**src/rtl/follower_pkg.sv**
```systemverilog
// follower_pkg: shared command-framing constants and state encoding for the follower.
package follower_pkg;
    localparam logic CMD_IDLE    = 1'b0;
    localparam logic CMD_WAIT_LO = 1'b1;
    localparam int   CMD_TIMEOUT_DFLT = 104160;
    typedef enum logic {ST_IDLE = CMD_IDLE, ST_WAIT_LO = CMD_WAIT_LO} cmd_state_e;
endpackage

```
**src/rtl/cmd_tmo_timer.sv**
```systemverilog
// cmd_tmo_timer: saturating cycle counter flagging expiry at TIMEOUT-1 while enabled.
module cmd_tmo_timer #(
    parameter int TIMEOUT = 104160
) (
    input  logic clk,
    input  logic rst_n,
    input  logic clr,
    input  logic en,
    output logic expire
);
    localparam int W = $clog2(TIMEOUT);
    localparam logic [W-1:0] LAST = W'(TIMEOUT - 1);
    logic [W-1:0] cnt;
    assign expire = en && cnt == LAST;
    always_ff @(posedge clk or negedge rst_n) begin
        if (!rst_n)
            cnt <= '0;
        else if (clr)
            cnt <= '0;
        else if (en && cnt != LAST)
            cnt <= cnt + W'(1);
    end
endmodule

```
**src/rtl/uart_cmd_ctrl.sv**
```systemverilog
// uart_cmd_ctrl: pairs received UART bytes into 16-bit commands with sticky ready/overrun
// flags and abandons a half command after an inter-byte timeout.
module uart_cmd_ctrl
    import follower_pkg::*;
#(
    parameter int TIMEOUT = CMD_TIMEOUT_DFLT
) (
    input  logic        clk,
    input  logic        rst_n,
    input  logic        rx_rdy,
    input  logic [7:0]  rx_data,
    output logic        clr_rx_rdy,
    output logic [15:0] cmd,
    output logic        cmd_rdy,
    input  logic        clr_cmd_rdy,
    output logic        ovr,
    output logic        tmo
);
    cmd_state_e state;
    logic [7:0] hi_byte;
    logic       expire;
    assign clr_rx_rdy = rx_rdy;
    cmd_tmo_timer #(.TIMEOUT(TIMEOUT)) u_timer (
        .clk    (clk),
        .rst_n  (rst_n),
        .clr    (state == ST_IDLE),
        .en     (state == ST_WAIT_LO),
        .expire (expire)
    );
    always_ff @(posedge clk or negedge rst_n) begin
        if (!rst_n) begin
            state   <= ST_IDLE;
            hi_byte <= 8'h00;
            cmd     <= 16'h0000;
            cmd_rdy <= 1'b0;
            ovr     <= 1'b0;
            tmo     <= 1'b0;
        end else begin
            tmo <= 1'b0;
            if (clr_cmd_rdy) begin
                cmd_rdy <= 1'b0;
                ovr     <= 1'b0;
            end
            if (state == ST_IDLE) begin
                if (rx_rdy) begin
                    hi_byte <= rx_data;
                    state   <= ST_WAIT_LO;
                end
            end else if (rx_rdy) begin
                // a completion overrides a same-cycle clear of cmd_rdy
                cmd     <= {hi_byte, rx_data};
                cmd_rdy <= 1'b1;
                if (cmd_rdy && !clr_cmd_rdy)
                    ovr <= 1'b1;
                state   <= ST_IDLE;
            end else if (expire) begin
                tmo   <= 1'b1;
                state <= ST_IDLE;
            end
        end
    end
endmodule

```
**config.mk**
```make
export PLATFORM = sky130hd
export DESIGN_NAME = uart_cmd_ctrl
export DESIGN_NICKNAME = d
export VERILOG_FILES = /design/src/rtl/follower_pkg.sv /design/src/rtl/cmd_tmo_timer.sv /design/src/rtl/uart_cmd_ctrl.sv
export SDC_FILE = /design/constraint.sdc
export NUM_CORES = 1
export LEC_CHECK = 0
export CORE_ASPECT_RATIO = 0.5
export CORE_MARGIN = 2
export CORE_UTILIZATION = 55
export DETAILED_ROUTE_END_ITERATION = 8
export GPL_TIMING_DRIVEN = 0
export HOLD_SLACK_MARGIN = 0.05
export PLACE_DENSITY = 0.81
export REMOVE_ABC_BUFFERS = 1
export SLEW_MARGIN = 20
export SYNTH_ARGS = -nofsm -noshare
export SYNTH_HDL_FRONTEND = slang
export SYNTH_SLANG_ARGS = --single-unit
```
**constraint.sdc**
```tcl
create_clock -name clk -period 4.4 [get_ports clk]
set_input_delay 0.88 -clock clk [delete_from_list [all_inputs] [get_ports clk]]
set_output_delay 0.88 -clock clk [all_outputs]
set_load 0.1 [all_outputs]
```
# After elaboration in Yosys (flattened, before gate mapping)
# Index checks and enable logic that the tools add are counted.
dict set report totals {
  wordCells 34
  ff_bits 45
}
dict set report op_classes {
  n_reduce_logical 6
  bitwise_logic 1
  addsub 1
  n_mux 16
  n_eq_ne 3
}
# cell count
set ops {}
lappend ops {{$mux 17} 2}
lappend ops {{$add 17x1->17 const B} 1}
lappend ops {{$eq 17x17->1 const B} 1}
lappend ops {{$ne 17x17->1 const B} 1}
lappend ops {{$mux 1} 14}
lappend ops {{$reduce_and 2->1} 2}
lappend ops {{$logic_and 1x1->1} 3}
lappend ops {{$ne 2x1->1 const B} 1}
lappend ops {{$logic_not 1->1} 1}
lappend ops {{$not 1->1} 1}

# Depth between registers and ports, before layout
dict set report logic_depth {
  depth_word 5
  mapped_depth 5
}

# Hierarchy
# A second synthesis with hierarchy kept.
dict set report unflattened {
  cells_unflattened 172
  hier_area_um2 2089.5
}
# mod instances seq_area_each_um2 cells_per_inst area_each_um2
set modules_own_cells {}
lappend modules_own_cells {uart_cmd_ctrl 1 700.7 66 1092.3}
lappend modules_own_cells {cmd_tmo_timer 1 425.4 106 997.2}

# Least setup slack after synthesis
# Ideal clock, no wire load.
dict set report synth_timing {
  kind {input to output}
  startpoint {in rx_rdy}
  endpoint {out clr_rx_rdy}
  setup_slack_ns 2.377
  required_ns 3.520
  path_buffers 1
  arrival_time_ns 1.143
  cell_stages 1
  path_cell_list {buf_4}
}
# item line_no
set synth_rtl {}
lappend synth_rtl {{from (decl)} uart_cmd_ctrl.sv:10} ;# input logic rx_rdy,
lappend synth_rtl {{to (decl)} uart_cmd_ctrl.sv:12} ;# output logic clr_rx_rdy,
# No word-level cell between the ends.

# Final worst setup path
dict set report layout_timing {
  startpoint {in rx_rdy}
  endpoint {out clr_rx_rdy}
}
# No word-level cell between the ends.

==> qor.csv <==
metric,value,unit
ctsResizeCount,0,
syn_avg_cell_area,13.3,sq um
cp_common_cell,clkdlybuf4s50_1,
drive_above_1_share,23.0,%
final_nets,199,
powerDensity,593,mW/mm^2
hold_path_class,input pin to asynchronous set/reset pin,
synth-seq-cells,45,
clockBufferDepth,2,
drt-initial-drc-count,35,
antenna_cells,0,
clock_latency,0.30,ns
synth.distinct_cells,36,
ios,32,
start_kind,input pin,
multiInputGateArea,867,sq um
num_vias,1288,
cts.sink_count,45,
finalCriticalPeriod,3.55,ns
yosys_most_used_dff,dfrtp_1,
avgViaCountPerCell,5.41,
core.rowCount,15,
routedWlPerCell,14.6,um
syn-cell-area,0.00203,sq mm
cp.arrival,2.67,ns
grt_pass1_wl,5900,um
cp-startpoint,rx_rdy,
required,3.52,ns
ctsHoldBuffers,0,
status,"finished, final reports clean",
maxCapViolations,0,
portBuffers,31,
worst_clock_skew,0.00577,ns
ys_seq_area_share,55.5,%
max_slew.worst_pin.slew,0.980,ns
rsz0062_at_grt,no,
r2r_start,state$_DFF_PN0_,
cp_max_fo,6,
end_kind,output port,
layout_commonest_cell,dfrtp_1,
die_h,47.0,um
wl,3480,um
register_area,0.00113,sq mm
firstDrtPassIters,4,
areaGrowthSynthToFinish,23.2,%
grt_pass1_vias,1280,
grt_max_degree,29,
tns,0,ns
fill_cells,257,
fp.dieW,89.9,um
initial_core_util,58.2,%
cts_made_buffers,5,
synthArstFlopShare,100,%
overflow,0,
slew_headroom,34.5,%
synth_edf_count,0,
path_cells,clkdlybuf4s50_1 > clkdlybuf4s50_1,
min_period_over_period,80.6,%
p_leak,1.13,nW
crit_family,buffers and inverters,
cts_max_level,2,
cts_root_buffer,clkbuf_8,
antenna_found_initial,0,
cts_tree,done,
synthCells,153,
gp_congestion,0.770,
path_buf_inv,2,
maxSlewViolCount,0,
worstSetupPathType,input pin to output port,
fin_area,0.00250,sq mm
final_hold_viol_count,0,
core_area,0.00349,sq mm
fmax,0.282,GHz
layout_common_cells,"dfrtp_1, clkdlybuf4s50_1, mux2_2",
cpPeakStageDelay,1.18,ns
clk_transition_reported_paths,0.09,ns
drcViolationCount,0,
placed_area,0.00239,sq mm
ys_warn_count,0,
die-area,0.00422,sq mm
slowest_stage,clkdlybuf4s50_1,
post_cts_buffers,0,
setup_viol,0,
drtAntennaViolNets,0,
track_usage,18.5,%
detailed_place_hpwl,2370,um
vdd_drop_max,0.568,mV
## sequential cells by signal (all words and copies together) (netlist names)
register	count
u_timer.cnt	17
cmd	16
hi_byte	8
cmd_rdy	1
ovr	1
state	1
tmo	1
## Yosys cell counts (2+ instances only)
cell type,number,area [sq um]
dfrtp_1,45,1130
mux2_2,24,270
and2_1,9,56.3
nand2_1,8,30.0
mux2i_1,6,60.1
nand2b_1,5,31.3
nand4_1,5,31.3
xnor2_1,5,43.8
nand3_1,4,20.0
xor2_1,4,35.0
a31oi_1,3,18.8
and3_1,3,18.8
nor2b_1,3,18.8
o21ai_0,3,15.0
buf_2,2,10.0
clkbuf_1,2,7.51
inv_1,2,7.51
nor4_4,2,42.5
## stage by stage
stage | cells | total power [mW] | utilization (%) | hold slack [ns] | setup WS (ns)
after detailed placement | 230 | 1.18 | 68.5 | 0.482 | 0.864
after global placement | 229 | 1.17 | 68.0 | 0.477 | 0.888
final | 238 | 1.48 | 71.6 | 0.507 | 0.852
after global routing | 238 | 1.54 | 71.6 | 0.528 | 0.797
after CTS | 238 | 1.49 | 71.6 | 0.505 | 0.840
after floorplan | 147 | 1.02 | - | 0.477 | 2.56
## worst paths after layout
check / end / slack [ns] / cells after the start
min in group clk: ovr$_DFF_PN0_ / 0.51 / 2
max in group asynchronous: u_timer.cnt[2]$_DFFE_PN0P_ / 3.39 / 2
min reg2reg: ovr$_DFF_PN0_ / 0.51 / 2
min: cmd[2]$_DFFE_PN0P_ / 0.51 / 1
max reg2reg: hi_byte[5]$_DFFE_PN0P_ / 2.49 / 2
max: clr_rx_rdy / 0.85 / 2
## power breakdown
group	internal, mW	switching, mW	leakage, nW
clock network	0.171	0.142	0.0554
logic	0.163	0.469	0.509
registers	0.488	0.0501	0.568
total	0.821	0.661	1.13
## metal layers
metal / global-route usage, % / wire [um] / vias to the layer above
met5: 0 / 0 / -
met2: 33.3 / 1720 / 21
met4: 8.62 / 36 / 0
met1: 22.4 / 1600 / 655
met3: 4.49 / 113 / 5
li1: - / - / 607
## logic make-up after synthesis
family,Yosys count,synth area share (%)
simple gates,52,19.5
flops,45,55.5
mux,30,16.3
xor+xnor,9,3.88
compound gates,8,2.46
buf+inv,8,1.85
fa+ha+maj,1,0.616
## area by class of cell
cell class | count | share of cell area, %
clock buffer | 6 | 2.90
clock inverter | 2 | 1.55
inverter | 2 | 0.300
multi-input combinational | 100 | 34.7
tap | 51 | 2.55
sequential | 45 | 45.0
timing repair buffer | 32 | 13.0
Power figures use the tool's default switching activity.
